### src/rtl/rmt_pkg.sv
// rmt_pkg: shared state, header offsets and rule entry type for the RMT match table
package rmt_pkg;
    typedef enum logic [1:0] {IDLE, FWD, DROP} state_t;
    localparam int ETH_TYPE_OFF = 12;
    localparam int DELIM_OFF = 42;
    localparam int FUNC_OFF = 44;
    localparam int RULE_DEST_MAX = 8;
    typedef struct packed {
        logic valid;
        logic [15:0] func;
        logic drop;
        logic [RULE_DEST_MAX-1:0] dest;
    } rule_t;
endpackage

### src/rtl/rmt_rule_lookup.sv
// rmt_rule_lookup: programmable rule table with lowest-index-wins func_type match
module rmt_rule_lookup
    import rmt_pkg::*;
#(
    parameter int RULE_COUNT = 4,
    parameter int DEST_WIDTH = 2,
    parameter int ADDR_WIDTH = 2
) (
    input  logic                  clk,
    input  logic                  rst_n,
    input  logic                  wr_en,
    input  logic [ADDR_WIDTH-1:0] wr_addr,
    input  logic                  wr_valid,
    input  logic [15:0]           wr_func,
    input  logic                  wr_drop,
    input  logic [DEST_WIDTH-1:0] wr_dest,
    input  logic [15:0]           key,
    output logic                  hit,
    output logic                  drop,
    output logic [DEST_WIDTH-1:0] dest
);
    rule_t rules [RULE_COUNT];

    // addresses beyond RULE_COUNT match no entry and are dropped
    always_ff @(posedge clk or negedge rst_n) begin
        if (!rst_n) begin
            for (int i = 0; i < RULE_COUNT; i++) rules[i] <= '0;
        end else begin
            for (int i = 0; i < RULE_COUNT; i++)
                if (wr_en && wr_addr == ADDR_WIDTH'(i))
                    rules[i] <= '{valid: wr_valid, func: wr_func, drop: wr_drop, dest: RULE_DEST_MAX'(wr_dest)};
        end
    end

    always_comb begin
        hit = 1'b0;
        drop = 1'b0;
        dest = '0;
        for (int i = RULE_COUNT - 1; i >= 0; i--)
            if (rules[i].valid && rules[i].func == key) begin
                hit = 1'b1;
                drop = rules[i].drop;
                dest = DEST_WIDTH'(rules[i].dest);
            end
    end
endmodule

### src/rtl/rmt_match_table.sv
// rmt_match_table: classifies AXI-Stream frames on their header beat and forwards or drops them whole
module rmt_match_table
    import rmt_pkg::*;
#(
    parameter int          DATA_WIDTH      = 512,
    parameter int          KEEP_WIDTH      = DATA_WIDTH / 8,
    parameter int          USER_WIDTH      = 1,
    parameter int          DEST_WIDTH      = 2,
    parameter int          RULE_COUNT      = 4,
    parameter logic [15:0] ETHERTYPE_MATCH = 16'h0008,
    parameter logic [15:0] DELIM_MATCH     = 16'hF0E1,
    parameter int          CNT_WIDTH       = 32,
    localparam int         ADDR_WIDTH      = RULE_COUNT > 1 ? $clog2(RULE_COUNT) : 1
) (
    input  logic                  clk,
    input  logic                  rst_n,
    input  logic [DATA_WIDTH-1:0] s_axis_tdata,
    input  logic [KEEP_WIDTH-1:0] s_axis_tkeep,
    input  logic                  s_axis_tvalid,
    output logic                  s_axis_tready,
    input  logic                  s_axis_tlast,
    input  logic [USER_WIDTH-1:0] s_axis_tuser,
    output logic [DATA_WIDTH-1:0] m_axis_tdata,
    output logic [KEEP_WIDTH-1:0] m_axis_tkeep,
    output logic                  m_axis_tvalid,
    input  logic                  m_axis_tready,
    output logic                  m_axis_tlast,
    output logic [USER_WIDTH-1:0] m_axis_tuser,
    output logic [DEST_WIDTH-1:0] m_axis_tdest,
    input  logic                  cfg_wr_en,
    input  logic [ADDR_WIDTH-1:0] cfg_wr_addr,
    input  logic                  cfg_wr_valid,
    input  logic [15:0]           cfg_wr_func,
    input  logic                  cfg_wr_drop,
    input  logic [DEST_WIDTH-1:0] cfg_wr_dest,
    input  logic                  cfg_miss_drop,
    input  logic [DEST_WIDTH-1:0] cfg_miss_dest,
    input  logic                  cfg_nonrmt_drop,
    output logic [CNT_WIDTH-1:0]  stat_fwd_count,
    output logic [CNT_WIDTH-1:0]  stat_drop_count,
    output logic [CNT_WIDTH-1:0]  stat_miss_count
);
    state_t state, state_nxt;
    logic hit, rule_drop, is_rmt, hdr_drop, cur_drop, acc, hdr;
    logic [DEST_WIDTH-1:0] rule_dest, hdr_dest, cur_dest, dest_q;

    function automatic logic [CNT_WIDTH-1:0] sat_inc(input logic [CNT_WIDTH-1:0] c, input logic en);
        return c + CNT_WIDTH'(en && c != '1);
    endfunction

    rmt_rule_lookup #(.RULE_COUNT(RULE_COUNT), .DEST_WIDTH(DEST_WIDTH), .ADDR_WIDTH(ADDR_WIDTH)) u_lookup (
        .clk(clk), .rst_n(rst_n), .wr_en(cfg_wr_en), .wr_addr(cfg_wr_addr), .wr_valid(cfg_wr_valid),
        .wr_func(cfg_wr_func), .wr_drop(cfg_wr_drop), .wr_dest(cfg_wr_dest),
        .key(s_axis_tdata[FUNC_OFF*8 +: 16]), .hit(hit), .drop(rule_drop), .dest(rule_dest)
    );

    assign is_rmt = s_axis_tdata[ETH_TYPE_OFF*8 +: 16] == ETHERTYPE_MATCH &&
                    s_axis_tdata[DELIM_OFF*8 +: 16] == DELIM_MATCH && s_axis_tkeep[FUNC_OFF+1];
    assign hdr_drop = is_rmt ? (hit ? rule_drop : cfg_miss_drop) : cfg_nonrmt_drop;
    assign hdr_dest = !is_rmt ? '0 : hit ? rule_dest : cfg_miss_dest;
    assign s_axis_tready = rst_n && (state == DROP || !m_axis_tvalid || m_axis_tready);
    assign acc = s_axis_tvalid && s_axis_tready;
    assign hdr = acc && state == IDLE;
    assign cur_drop = state == IDLE ? hdr_drop : state == DROP;
    assign cur_dest = state == IDLE ? hdr_dest : dest_q;

    always_comb begin
        state_nxt = state;
        if (acc)
            state_nxt = s_axis_tlast ? IDLE : state == IDLE ? (hdr_drop ? DROP : FWD) : state;
    end

    always_ff @(posedge clk or negedge rst_n) begin
        if (!rst_n) begin
            state <= IDLE;
            dest_q <= '0;
        end else begin
            state <= state_nxt;
            if (hdr) dest_q <= hdr_dest;
        end
    end

    always_ff @(posedge clk or negedge rst_n) begin
        if (!rst_n) begin
            m_axis_tdata <= '0;
            m_axis_tkeep <= '0;
            m_axis_tvalid <= 1'b0;
            m_axis_tlast <= 1'b0;
            m_axis_tuser <= '0;
            m_axis_tdest <= '0;
        end else if (acc && !cur_drop) begin
            m_axis_tdata <= s_axis_tdata;
            m_axis_tkeep <= s_axis_tkeep;
            m_axis_tvalid <= 1'b1;
            m_axis_tlast <= s_axis_tlast;
            m_axis_tuser <= s_axis_tuser;
            m_axis_tdest <= cur_dest;
        end else if (m_axis_tready) begin
            m_axis_tvalid <= 1'b0;
        end
    end

    always_ff @(posedge clk or negedge rst_n) begin
        if (!rst_n) begin
            stat_fwd_count <= '0;
            stat_drop_count <= '0;
            stat_miss_count <= '0;
        end else if (hdr) begin
            stat_fwd_count <= sat_inc(stat_fwd_count, !hdr_drop);
            stat_drop_count <= sat_inc(stat_drop_count, hdr_drop);
            stat_miss_count <= sat_inc(stat_miss_count, is_rmt && !hit);
        end
    end
endmodule

### config.mk
export PLATFORM = sky130hd
export DESIGN_NAME = rmt_match_table
export DESIGN_NICKNAME = d
export VERILOG_FILES = /design/src/rtl/rmt_pkg.sv /design/src/rtl/rmt_rule_lookup.sv /design/src/rtl/rmt_match_table.sv
export SDC_FILE = /design/constraint.sdc
export NUM_CORES = 1
export LEC_CHECK = 0
export ABC_AREA = 1
export BUFFER_PORTS_ARGS = -buffer_cell sky130_fd_sc_hd__buf_2
export CAP_MARGIN = 10
export CORE_AREA = 2 2 506 508
export CTS_BUF_LIST = sky130_fd_sc_hd__clkbuf_8
export DETAILED_ROUTE_END_ITERATION = 7
export DIE_AREA = 0 0 508 510
export HOLD_SLACK_MARGIN = 0.02
export PLACE_DENSITY = 0.35
export SLEW_MARGIN = 20
export SYNTH_ARGS = -nofsm -noshare
export SYNTH_HDL_FRONTEND = slang
export SYNTH_HIERARCHICAL = 1
export SYNTH_SLANG_ARGS = --single-unit
export TNS_END_PERCENT = 20
### constraint.sdc
create_clock -name clk -period 4.1 [get_ports clk]
set_input_delay 0.41 -clock clk [delete_from_list [all_inputs] [get_ports clk]]
set_output_delay 0.41 -clock clk [all_outputs]
set_load 0.01 [all_outputs]
==> summary.md, run 1 <==
| Metric | Value |
|---|---|
| Status | finished clean |
| Detailed placer's ending HPWL | 182000 µm |
| Net Count, Synth | 4595 |
| Die Y-Extent | 510 µm |
| Clock Path Buffers | 3 |
| H-tree levels | 4 |
| Total wire length | 223000 µm |
| Placed Cells | 8565 |
| Main combinational cell family by area after synthesis | simple AND/OR/NAND/NOR gates |
| Largest net degree at the start of global routing | 132 |
| Iter 0 DRT Violations | 2464 |
| Synth Area in XOR/XNOR | 0.0268 |
| Cell taking the most area after synthesis | dfrtp_1 |
| Port Buffers | 1286 |
| Number of CTS-inserted buffers | 162 |
| Crit path depth | 23 |
| Initial antenna violation count | 138 |
| Layout Nets | 6588 |
| Root buffer cell | clkbuf_8 |
| R2R cell count | 23 |
| Final Hold Viols | 0 |
| Setup crit end kind | flip-flop |
| Clk_lat worst skew | 0.95 ns |
| CP delay by family, top | simple AND/OR/NAND/NOR gates |
| Top Ports | 1287 |
| Area grow syn2layout | 63.6% |
| YS warnings | 6 |
| Ys flop type | dfrtp_1 |
| Total power | 0.0317 W |
| Clock period minus worst slack | 3.72 ns |
| #FFs+latches synth | 761 |
| Final Non-Filler Cells | 9535 |
| Async set-reset flop share out of synthesis | 1.00 |
| Critical path's most frequent cell | nand2_1 |
| Leakage | 28.0 nW |
| CP required | 4.90 ns |
| Setup tns final | 0 ns |
| Multiplexer area fraction after synthesis | 0 |
| Cells along the critical path | xor2_1, nor3_1, buf_4, nand3_1, nor2_2, nor2_1, a21oi_2, nand2_1, a21boi_1, buf_4, nand4_1, nand2_2, nor2_1, ha_1, nand3_1, inv_1, nand2_1, nor2_1, nand2_1, nor2_1, nand2_1, nand2_1, nand2_1 |
| Adder-Cell Fraction of Synth Area | 0.00227 |
| Via count | 36500 |
| Relative slew slack | 0.363 |
| WP buf/inv | 3 |
| Initial Utilization | 0.130 |
| Slowest cell on the critical path | dfrtp_1 |
| Global route overflow | 0 |
| Fillcell total | 28600 |
| Synth Area in Simple Gates | 0.322 |
| Post-synth EDFFs | 0 |
| Post-route antenna net violation count | 0 |
| Row cnt | 185 |
| Gate Count Post-Synth | 3980 |
| Vias in the first global route | 36600 |
| Utilization after layout | 0.213 |
| Fmax | 0.269 GHz |
| Worst EP arrival | 4.52 ns |
| Via density | 3.83 |
| Critical Path Max Stage Delay | 0.41 ns |
| Top-count cell post-synth | nand2_1 |
| Startpoint types | flip-flop |
| CORE AREA | 0.253 mm² |
| Top-area cell type share of the netlist area | 0.576 |
| DRC viols | 0 |
| Routability cong. | 0.914 |
| Synth top cells by count | nand2_1, dfrtp_1, nand3_1, inv_1, nor2_1 |
| RSZ-0062 raised after global routing | no |
| Die Width | 508 µm |
| Sequential element share of the synthesized area | 0.576 |
| Tightest Hold Check Type | input pin to flip-flop |
| Library cells used by synthesis | 35 |
| CTS Sinks | 761 |
| First drt pass iteration count | 5 |
| Synth area leaders | dfrtp_1, nand2_1, nand3_1 |
| Critical path peak fanout | 3 |
| DR WL/cell | 23.4 µm |
| Syn_area_per_cell | 8.30 µm² |
| Max cap viols | 0 |
| Die area | 0.259 mm² |
| Hold depth | 4 |
| Setup CP Type | flip-flop to flip-flop |
| Clk_skew | 0.0762 ns |
| VDD IR max | 0.294 mV |
| CTS tree | built |
| Overall global routing resource usage | 0.166 |
| Share of post-route cells with drive strength above 1 | 0.282 |
| Complex-gate fraction of the synthesized area | 0.0221 |
| Mapped cell area | 0.0331 mm² |
| Clk slew on worst S/H paths | 0.05 ns |
| PwrDens | 586 mW/mm² |
| Endpoints failing setup | 0 |
| Slew @ Worst Pin | 0.955 ns |
| Final slew viol count | 0 |
| First-pass GRT wire length | 304000 µm |
| Final Cycle Share | 0.907 |
## final cells by class
| type | count | area (µm²) | area share |
|---|---|---|---|
| clock buffers | 202 | 2780 | 0.0514 |
| repair buffers | 2050 | 14100 | 0.261 |
| inverters | 182 | 691 | 0.0128 |
| well taps | 3366 | 4210 | 0.0779 |
| clock inverters | 82 | 626 | 0.0116 |
| flip-flops and latches | 761 | 19000 | 0.352 |
| diodes | 76 | 190 | 0.00352 |
| multi-input cells | 2816 | 12400 | 0.229 |
## power by group
group | switching, W | internal, W
clock network | 0.00413 | 0.00481
logic | 0.00692 | 0.00381
registers | 0.00183 | 0.0102
total | 0.0129 | 0.0188
## state kept, by name, indices dropped and copies added, names as in the netlist, 2 cells and up
| name | flops |
|---|---|
| m_axis_tdata | 512 |
| u_lookup/rules | 80 |
| m_axis_tkeep | 64 |
| stat_drop_count | 32 |
| stat_fwd_count | 32 |
| stat_miss_count | 32 |
| dest_q | 2 |
| m_axis_tdest | 2 |
| state | 2 |
## placed cells by master (no fill, tap or decap), types with 2 or more instances in the layout
cell type,count
inv_1,214
nand4_1,24
buf_4,122
nand2_1,1669
diode_2,76
inv_12,6
nor3_1,51
dfrtp_1,761
dlygate4sd3_1,608
inv_2,11
xor2_1,69
inv_8,5
or2_2,2
nand3_2,4
nand3b_1,3
nand3_1,621
nor2_4,3
ha_1,6
nor2_1,167
buf_2,1286
nand3_4,2
nor2_2,6
clkbuf_8,202
bufinv_16,5
buf_12,33
nand2_2,3
o21ai_1,6
clkinv_2,18
nor4_1,6
nor3b_1,2
o22ai_1,3
o21ai_0,126
xnor2_1,32
clkinv_8,3
## timing repair
item,4_1_cts,5_1_grt
gates resized for setup,0,8
endpoints found under the setup margin,0,17
endpoints found under the hold margin,803,0
setup buffers,0,1
hold buffers,609,0
## per-layer routing
| layer | global-route usage | vias to the layer above | wire length (µm) |
|---|---|---|---|
| li1 | - | 16800 | - |
| met1 | 0.221 | 17800 | 99100 |
| met2 | 0.254 | 1539 | 98100 |
| met3 | 0.0557 | 371 | 19300 |
| met4 | 0.0458 | 58 | 5660 |
| met5 | 0.00749 | - | 606 |
## cells by family after synthesis
| logic type | Yosys count |
|---|---|
| AOI/OAI and AO/OA | 141 |
| xor gates and xnor gates | 101 |
| adders and majority gates | 6 |
| buffers and inverters | 403 |
| DFF | 761 |
| and+or+nand+nor | 2568 |
## path summary, 6_finish.rpt
path                                            startpoint                               to  slack, ns
min in group asynchronous                            rst_n    m_axis_tdata[472]$_DFFE_PN0P_       0.70
max reg2reg                u_lookup/rules[100]$_DFFE_PN0P_  stat_drop_count[17]$_DFFE_PN0P_       0.38
min                                      s_axis_tdata[360]    m_axis_tdata[360]$_DFFE_PN0P_       0.18
max                        u_lookup/rules[100]$_DFFE_PN0P_  stat_drop_count[17]$_DFFE_PN0P_       0.38
max in group asynchronous                            rst_n    m_axis_tdata[382]$_DFFE_PN0P_       1.15
min reg2reg                   m_axis_tdata[70]$_DFFE_PN0P_     m_axis_tdata[70]$_DFFE_PN0P_       0.46
## through the flow
| step | hold slack, ns | worst slack (ns) | cell area (µm²) |
|---|---|---|---|
| 3_5_place_dp | 0.263 | 0.00227 | 44300 |
| 5_1_grt | 0.103 | 0.0148 | 54000 |
| 6_report | 0.178 | 0.380 | 54100 |
| 3_3_place_gp | 0.265 | -0.0435 | 44300 |
| 2_1_floorplan | 0.114 | 0.964 | 33100 |
| 4_1_cts | 0.0647 | 0.271 | 53800 |
## worst min-delay path, stage by stage
cell and delay, ns:
buf_2 0.12, buf_4 0.15, nand3_1 0.24, nand2_1 0.08
(Power assumes the default switching activity.)
==> inputs of run 2 (changes only) <==
ABC_AREA = unset   (was 1)
CELL_PAD_IN_SITES_DETAIL_PLACEMENT = 2   (was unset)
CELL_PAD_IN_SITES_GLOBAL_PLACEMENT = 2   (was unset)
CORE_AREA = 2 2 498 500   (was 2 2 506 508)
DIE_AREA = 0 0 500 502   (was 0 0 508 510)
PLACE_DENSITY = unset   (was 0.35)
PLACE_DENSITY_LB_ADDON = 0.1   (was unset)
==> run 2 against run 1 <==
Effect of this change: sequential power is essentially flat; clock-buffer cell count up 14; sequential cell count unchanged; clock power is 1% higher; critical path depth fell by 5; combinational power about the same; clock skew rose by 0.0014 ns.
==> summary.md, run 2 <==
| Metric | Value |
|---|---|
| Top Ports | 1287 (unchanged) |
| Die Y-Extent | 502 µm (was 510 µm) |
| DR WL/cell | 23.3 µm (was 23.4 µm) |
| Fmax | 0.264 GHz (was 0.269 GHz) |
| CP required | 4.89 ns (was 4.90 ns) |
| Clk_skew | 0.0777 ns (was 0.0762 ns) |
| Total wire length | 175000 µm (was 223000 µm) |
| Number of CTS-inserted buffers | 180 (was 162) |
| Post-synth EDFFs | 0 (unchanged) |
| Layout Nets | 4718 (was 6588) |
| Critical path peak fanout | 4 (was 3) |
| Final Cycle Share | 0.924 (was 0.907) |
| Slowest cell on the critical path | dfrtp_1 (unchanged) |
| Post-route antenna net violation count | 0 (unchanged) |
| Pre-CTS WS | -0.639 ns (was 0.00227 ns) |
| CORE AREA | 0.245 mm² (was 0.253 mm²) |
| Fillcell total | 27300 (was 28600) |
| #FFs+latches synth | 761 (unchanged) |
| Power Internal | 0.0203 W (was 0.0188 W) |
| Root buffer cell | clkbuf_8 (unchanged) |
| Most frequent cells in the layout | buf_2, dfrtp_1, dlygate4sd3_1 (was nand2_1, buf_2, dfrtp_1) |
| Via density | 3.41 (was 3.83) |
| Overall global routing resource usage | 0.136 (was 0.166) |
| Initial antenna violation count | 71 (was 138) |
| Switching power | 0.0113 W (was 0.0129 W) |
| Relative slew slack | 0.373 (was 0.363) |
| Clk_lat worst skew | 0.93 ns (was 0.95 ns) |
| Final Non-Filler Cells | 7481 (was 9535) |
| Sw Share | 0.357 (was 0.407) |
| Share of post-route cells with drive strength above 1 | 0.549 (was 0.282) |
| YS warnings | 6 (unchanged) |
| Finished Cell Area | 0.0516 mm² (was 0.0541 mm²) |
| Endpoints failing setup | 0 (unchanged) |
| Clock Path Buffers | 4 (was 3) |
| Iter 0 DRT Violations | 766 (was 2464) |
| Area grow syn2layout | 69.3% (was 63.6%) |
| Ys flop type | dfrtp_1 (unchanged) |
| Routability cong. | 0.740 (was 0.914) |
| Largest net degree at the start of global routing | 133 (was 132) |
| Final slew viol count | 0 (unchanged) |
| Total power | 0.0316 W (was 0.0317 W) |
| Clk slew on worst S/H paths | 0.05 ns (about the same) |
| WHS | 0.187 ns (was 0.178 ns) |
| CTS tree | built (unchanged) |
| Die area | 0.251 mm² (was 0.259 mm²) |
| Synth area leaders | dfrtp_1, mux2_2, mux2_4 (was dfrtp_1, nand2_1, nand3_1) |
| Startpoint types | flip-flop (unchanged) |
| Largest registers | m_axis_tdata x512, u_lookup/rules x80, m_axis_tkeep x64 (unchanged) |
| Commonest non-fill, non-tap cell in the layout | buf_2 (was nand2_1) |
| PwrDens | 613 mW/mm² (was 586 mW/mm²) |
| Placed Cells | 6538 (was 8565) |
| Critical path's most frequent cell | buf_4 (was nand2_1) |
| Gate Count Post-Synth | 1981 (was 3980) |
| Sequential element share of the synthesized area | 0.625 (was 0.576) |
| Port Buffers | 1286 (unchanged) |
| Initial Utilization | 0.124 (was 0.130) |
| H-tree levels | 4 (unchanged) |
| Synth top cells by count | dfrtp_1, mux2_2, xor2_1, mux2_4, nand2_1 (was nand2_1, dfrtp_1, nand3_1, inv_1, nor2_1) |
| Setup CP Type | flip-flop to flip-flop (unchanged) |
| Library cells used by synthesis | 49 (was 35) |
| Final Hold Viols | 0 (unchanged) |
| Setup crit end kind | flip-flop (unchanged) |
| Row cnt | 182 (was 185) |
| Seq pwr share | 0.377 (was 0.379) |
| Max reg flops | 512 (unchanged) |
| Max cap viols | 0 (unchanged) |
| Cells along the critical path | xor2_1, nor4_4, buf_4, nand4_1, buf_6, o22a_1, a311oi_1, mux2_2, o21bai_1, buf_4, nor2_1, ha_1, and2_1, nand4_1, nor3_1, buf_4, and3_1, xor2_1 (was xor2_1, nor3_1, buf_4, nand3_1, nor2_2, nor2_1, a21oi_2, nand2_1, a21boi_1, buf_4, nand4_1, nand2_2, nor2_1, ha_1, nand3_1, inv_1, nand2_1, nor2_1, nand2_1, nor2_1, nand2_1, nand2_1, nand2_1) |
| Top-area cell type share of the netlist area | 0.625 (was 0.576) |
| Placed inst area | 0.0419 mm² (was 0.0443 mm²) |
| First-pass GRT wire length | 240000 µm (was 304000 µm) |
| Net Count, Synth | 2596 (was 4595) |
| DRC viols | 0 (unchanged) |
| Gate power share | 0.337 (was 0.339) |
| Via count | 25500 (was 36500) |
| Clock share of power | 0.286 (was 0.282) |
| Leakage | 24.3 nW (was 28.0 nW) |
| First drt pass iteration count | 4 (was 5) |
| Mapped cell area | 0.0304 mm² (was 0.0331 mm²) |
| Clock period minus worst slack | 3.79 ns (was 3.72 ns) |
| Critical Path Max Stage Delay | 0.38 ns (was 0.41 ns) |
| Die Width | 500 µm (was 508 µm) |
| Slew @ Worst Pin | 0.940 ns (was 0.955 ns) |
| Top-count cell post-synth | dfrtp_1 (was nand2_1) |
| Largest reg by FF count | m_axis_tdata (unchanged) |
| Multi-input logic area | 0.0111 mm² (was 0.0124 mm²) |
| Status | finished clean (unchanged) |
| Worst EP arrival | 4.58 ns (was 4.52 ns) |
| Cell taking the most area after synthesis | dfrtp_1 (unchanged) |
| VDD IR max | 0.255 mV (was 0.294 mV) |
| Async set-reset flop share out of synthesis | 1.00 (unchanged) |
| CTS Sinks | 761 (unchanged) |
| Tightest Hold Check Type | input pin to flip-flop (unchanged) |
| Reg area | 0.0190 mm² (unchanged) |
| Detailed placer's ending HPWL | 137000 µm (was 182000 µm) |
| Fin worst setup slack | 0.310 ns (was 0.380 ns) |
| Syn_area_per_cell | 15.4 µm² (was 8.30 µm²) |
| Global route overflow | 0 (unchanged) |
| Vias in the first global route | 29400 (was 36600) |
## run 2: worst paths after layout
check	cells after the start	slack (ns)	endpoint	start
setup / recovery	18	0.31	stat_drop_count[10]$_DFFE_PN0P_	u_lookup/rules[68]$_DFFE_PN0P_
hold / removal	5	0.19	state[1]$_DFFE_PN0P_	m_axis_tready
hold reg to reg	2	0.46	dest_q[1]$_DFFE_PN0P_	dest_q[1]$_DFFE_PN0P_
max in group asynchronous	4	2.25	m_axis_tdata[291]$_DFFE_PN0P_	rst_n
setup reg to reg	18	0.31	stat_drop_count[10]$_DFFE_PN0P_	u_lookup/rules[68]$_DFFE_PN0P_
min in group asynchronous	3	0.26	m_axis_tdata[84]$_DFFE_PN0P_	rst_n
## run 2: metal layers
metal	GRT usage	wire, µm
met4	0.0534	7030
met1	0.153	67100
met2	0.232	85700
met3	0.0495	14700
met5	0	69
## run 2: area by class of cell
class,count,share of cell area
antenna,27,0.00131
clock buffer,216,0.0577
tap,3220,0.0781
inverter,16,0.00116
timing repair buffer,2016,0.268
clock inverter,97,0.00966
multi-input combinational,1128,0.215
sequential,761,0.369
## run 2: critical path, delay by kind of cell (launching register included)
family | cells | cell delay, ns
simple gates | 7 | 1.44
mux | 1 | 0.23
flops | 1 | 0.38
compound gates | 3 | 0.51
xor+xnor | 2 | 0.31
buf+inv | 4 | 0.67
fa+ha+maj | 1 | 0.17
## run 2: timing repair
| item | CTS | global route |
|---|---|---|
| pin swaps | 0 | 5 |
| hold buffers | 602 | 0 |
| hold endpoints to repair | 986 | 0 |
| setup endpoints to repair | 400 | 30 |
| gates resized for setup | 3 | 21 |
| setup buffers | 1 | 0 |
## run 2: cells by family (layout without fill, tap and decap cells)
kind of cell | count (synthesis) | count (layout) | synth area share
other cells | 0 | 27 | 0
compound gates | 25 | 25 | 0.00690
flops | 761 | 761 | 0.625
simple gates | 281 | 281 | 0.0489
mux | 663 | 663 | 0.256
fa+ha+maj | 6 | 6 | 0.00247
xor+xnor | 153 | 153 | 0.0440
buf+inv | 92 | 2345 | 0.0161
## run 2: per-stage QoR
stage / utilization / setup TNS, ns
finish: 0.210 / 0
global route: 0.210 / -0.00272
CTS: 0.210 / 0
detailed placement: 0.171 / -183.77
global placement: 0.171 / -114.52
floorplan: - / 0
## run 2: power groups by stage
stage               Sequential [W]  Clock (W)  Combinational (W)
CTS                         0.0120    0.00968             0.0111
finish                      0.0119    0.00903             0.0106
detailed placement          0.0120          0             0.0105
floorplan                   0.0131          0            0.00322
global route                0.0124    0.00995             0.0115
global placement            0.0119          0             0.0105
==> inputs of run 3 (changes only) <==
CTS_BUF_LIST = sky130_fd_sc_hd__clkbuf_2   (was sky130_fd_sc_hd__clkbuf_8)
==> run 3 against run 2 <==
Effect of this change: the run now fails in 4_1_cts; synthesized cell count stayed put; area after synthesis is the same.
==> summary.md, run 3 <==
| Metric | Value |
|---|---|
| Top Ports | 1287 (unchanged) |
| Cell taking the most area after synthesis | dfrtp_1 (unchanged) |
| Last stage | 4_1_cts |
| Root buffer cell | clkbuf_2 (was clkbuf_8) |
| Post-synth EDFFs | 0 (unchanged) |
| Routability cong. | 0.740 (unchanged) |
| Library cells used by synthesis | 49 (unchanged) |
| H-tree levels | 5 (was 4) |
| Number of setup buffers added after CTS | 1 (unchanged) |
| Top-count cell post-synth | dfrtp_1 (unchanged) |
| Die Y-Extent | 502 µm (unchanged) |
| Number of CTS-inserted buffers | 281 (was 180) |
| Async set-reset flop share out of synthesis | 1.00 (unchanged) |
| Die Width | 500 µm (unchanged) |
| Top-area cell type share of the netlist area | 0.625 (unchanged) |
| Syn_area_per_cell | 15.4 µm² (unchanged) |
| YS warnings | 6 (unchanged) |
| Detailed placer's ending HPWL | 137000 µm (unchanged) |
| Placed Cells | 6538 (unchanged) |
| Synth top cells by count | dfrtp_1, mux2_2, xor2_1, mux2_4, nand2_1 (unchanged) |
| Synth area leaders | dfrtp_1, mux2_2, mux2_4 (unchanged) |
| Hold_buf cts | 1396 (was 602) |
| Pre-CTS WS | -0.639 ns (unchanged) |
| Initial Utilization | 0.124 (unchanged) |
| CTS Sinks | 761 (unchanged) |
| Stop Error | [ERROR RSZ-0060] Max buffer count reached. |
| CTS resizes | 3 (unchanged) |
| Row cnt | 182 (unchanged) |
| Ys flop type | dfrtp_1 (unchanged) |
| Status | did not finish (was finished clean) |
| Net Count, Synth | 2596 (unchanged) |
| #FFs+latches synth | 761 (unchanged) |
| Gate Count Post-Synth | 1981 (unchanged) |
| Clock Path Buffers | 4 (unchanged) |
| Port Buffers | 1286 (unchanged) |
| Mapped cell area | 0.0304 mm² (unchanged) |
| Sequential element share of the synthesized area | 0.625 (unchanged) |
run 3: cell counts after synthesis:
Identical to the previous run, type by type.
run 3: cells by family after synthesis:
logic type      Yosys count  synth area share
mux                     663             0.256
buf+inv                  92            0.0161
xor+xnor                153            0.0440
fa+ha+maj                 6           0.00247
flops                   761             0.625
simple gates            281            0.0489
compound gates           25           0.00690
run 3: metrics by stage:
| stage | instance area (µm²) | util | TNS (ns) |
|---|---|---|---|
| global placement | 41900 | 0.171 | -114.52 |
| floorplan | 30400 | - | 0 |
| detailed placement | 41900 | 0.171 | -183.77 |
==> inputs of run 4 (changes only) <==
CELL_PAD_IN_SITES_DETAIL_PLACEMENT = unset   (was 2)
CELL_PAD_IN_SITES_GLOBAL_PLACEMENT = unset   (was 2)
CORE_AREA = 2 2 502 504   (was 2 2 498 500)
CTS_BUF_LIST = unset   (was sky130_fd_sc_hd__clkbuf_2)
DIE_AREA = 0 0 504 506   (was 0 0 500 502)
HOLD_SLACK_MARGIN = unset   (was 0.02)
PLACE_DENSITY_LB_ADDON = 0.15   (was 0.1)
==> run 4 against run 3 <==
Effect of this change: the run now ends clean.
==> summary.md, run 4 (synthesized netlist as in run 2, its figures left out) <==
| Metric | Value |
|---|---|
| FF-to-FF Start | u_lookup/rules[87]$_DFFE_PN0P_ |
| Final Non-Filler Cells | 7483 |
| DR WL/cell | 22.5 µm |
| Tightest Hold Check Type | input pin to flip-flop |
| DRC viols | 0 |
| R2R cell count | 18 |
| Overall global routing resource usage | 0.129 |
| Detailed placer's ending HPWL | 136000 µm (was 137000 µm) |
| Layout Nets | 4638 |
| Global route overflow | 0 |
| Die area | 0.255 mm² |
| WP buf/inv | 7 |
| Clock period minus worst slack | 3.96 ns |
| Worst Setup EP | stat_fwd_count[5]$_DFFE_PN0P_ |
| Initial Utilization | 0.122 (was 0.124) |
| H-tree levels | 3 (was 5) |
| Vias in the first global route | 26800 |
| Initial antenna violation count | 97 |
| First drt pass iteration count | 4 |
| Worst r2r dst | stat_fwd_count[5]$_DFFE_PN0P_ |
| Clock Path Buffers | 3 (was 4) |
| Cells along the critical path | dlygate4sd3_1, buf_2, xor2_1, nor4_1, buf_4, nand4_1, o22a_1, buf_4, nand2_4, mux2_4, o21bai_1, buf_4, o31a_1, ha_2, nand2_2, nor4_4, buf_4, buf_6, nand4_1, xnor2_1 |
| CTS Sinks | 761 (unchanged) |
| Startpoint types | input pin |
| Clk_lat worst skew | 0.75 ns |
| Largest registers | m_axis_tdata x512, u_lookup/rules x80, m_axis_tkeep x64 |
| Leakage | 24.0 nW |
| First-pass GRT wire length | 229000 µm |
| Setup CP Type | input pin to flip-flop |
| Critical path peak fanout | 5 |
| Relative slew slack | 0.355 |
| Iter 0 DRT Violations | 932 |
| Pre-CTS WS | -0.290 ns (was -0.639 ns) |
| Total wire length | 168000 µm |
| Setup crit end kind | flip-flop |
| Fillcell total | 27300 |
| Largest net degree at the start of global routing | 142 |
| Critical Path Start | s_axis_tdata[367] |
| CTS tree | built |
| CORE AREA | 0.250 mm² |
| Slowest cell on the critical path | dlygate4sd3_1 |
| RSZ-0062 raised after global routing | yes |
| Number of CTS-inserted buffers | 107 (was 281) |
| Slew @ Worst Pin | 0.959 ns |
| Die Y-Extent | 506 µm (was 502 µm) |
| Max reg flops | 512 |
| Post-route antenna net violation count | 0 |
| Final Hold Viols | 0 |
| Max cap viols | 0 |
| Via count | 24600 |
| CP required | 4.71 ns |
| Placed Cells | 6665 (was 6538) |
| Fmax | 0.253 GHz |
| Area grow syn2layout | 70.3% |
| Endpoints failing setup | 0 |
| Routability cong. | 0.810 (was 0.740) |
| Port Buffers | 1286 (unchanged) |
| Clk slew on worst S/H paths | 0.05 ns |
| Status | finished clean (was did not finish) |
| Worst EP arrival | 4.56 ns |
| Final Cycle Share | 0.965 |
| Row cnt | 184 (was 182) |
| Largest reg by FF count | m_axis_tdata |
| Critical path's most frequent cell | buf_4 |
| Clk_skew | 0.0359 ns |
| Top Ports | 1287 (unchanged) |
| Crit path depth | 20 |
| Critical Path Max Stage Delay | 0.53 ns |
| VDD IR max | 0.336 mV |
| Via density | 3.29 |
| Share of post-route cells with drive strength above 1 | 0.553 |
| Most frequent cells in the layout | buf_2, dfrtp_1, dlygate4sd3_1 |
| Die Width | 504 µm (was 500 µm) |
| Final slew viol count | 0 |
| Fin worst setup slack | 0.143 ns |
| R2r setup slk | 0.16 ns |
| PwrDens | 623 mW/mm² |
| Root buffer cell | clkbuf_16 (was clkbuf_2) |
| Total power | 0.0323 W |
| Commonest non-fill, non-tap cell in the layout | buf_2 |
| CP delay by family, top | buffers and inverters |
run 4: report_power, final:
part	switching, W	internal [W]
Combinational	0.00550	0.00499
Sequential	0.00166	0.0103
Clock	0.00394	0.00591
Total	0.0111	0.0212
run 4: metrics by stage:
step | setup TNS, ns | instance area [µm²] | utilization | hold WS (ns)
finish | 0 | 51800 | 0.207 | 0.0683
global route | -0.152 | 51800 | 0.207 | 0.0366
CTS | 0 | 51600 | 0.206 | 0.00192
detailed placement | -45.58 | 42000 | 0.168 | 0.305
global placement | -58.44 | 42000 | 0.168 | 0.306
floorplan | 0 | 30400 | - | 0.114
run 4: cell type report:
cell class / instances / area (µm²) / share of cell area
timing repair buffer: 2009 / 13700 / 0.265
tap: 3348 / 4190 / 0.0808
multi-input combinational: 1128 / 11100 / 0.214
clock buffer: 167 / 3270 / 0.0630
antenna: 25 / 62.6 / 0.00121
inverter: 16 / 60.1 / 0.00116
sequential: 761 / 19000 / 0.367
clock inverter: 29 / 430 / 0.00830
run 4: timing repair:
item,CTS,global route
hold endpoints to repair,815,0
setup endpoints to repair,17,36
hold buffers,590,0
gates resized for setup,4,27
setup buffers,0,7
pin swaps,0,12
run 4: worst min path at each step:
| stage | startpoint | endpoint | slack, ns | cells after the start |
|---|---|---|---|---|
| floorplan | rst_n | dest_q[0]$_DFFE_PN0P_ | 0.11 | 0 |
| global placement | rst_n | u_lookup/rules[21]$_DFFE_PN0P_ | 0.31 | 1 |
| detailed placement | rst_n | u_lookup/rules[21]$_DFFE_PN0P_ | 0.31 | 1 |
| CTS | s_axis_tdata[352] | m_axis_tdata[352]$_DFFE_PN0P_ | 0.002 | 3 |
| global route | s_axis_tdata[460] | m_axis_tdata[460]$_DFFE_PN0P_ | 0.04 | 2 |
| finish | s_axis_tdata[460] | m_axis_tdata[460]$_DFFE_PN0P_ | 0.07 | 2 |
run 4: per-layer routing:
| metal | wire, µm | up-vias | GRT usage | part of all wire |
|---|---|---|---|---|
| met5 | 305 | - | 0 | 0.0018 |
| li1 | - | 11200 | - | - |
| met1 | 71000 | 12200 | 0.159 | 0.42 |
| met4 | 4070 | 50 | 0.0312 | 0.024 |
| met3 | 12500 | 246 | 0.0431 | 0.074 |
| met2 | 80400 | 966 | 0.214 | 0.48 |
run 4: worst reg2reg max path, stage by stage, from the launching register on:
cell      delay, ns
dfrtp_1        0.40
xor2_1         0.15
nor4_1         0.42
buf_4          0.20
nand4_1        0.15
o22a_1         0.26
buf_4          0.15
nand2_4        0.06
mux2_4         0.36
o21bai_1       0.17
buf_4          0.18
o31a_1         0.15
ha_2           0.18
nand2_2        0.07
nor4_4         0.29
buf_4          0.22
buf_6          0.12
nand4_1        0.12
xnor2_1        0.15
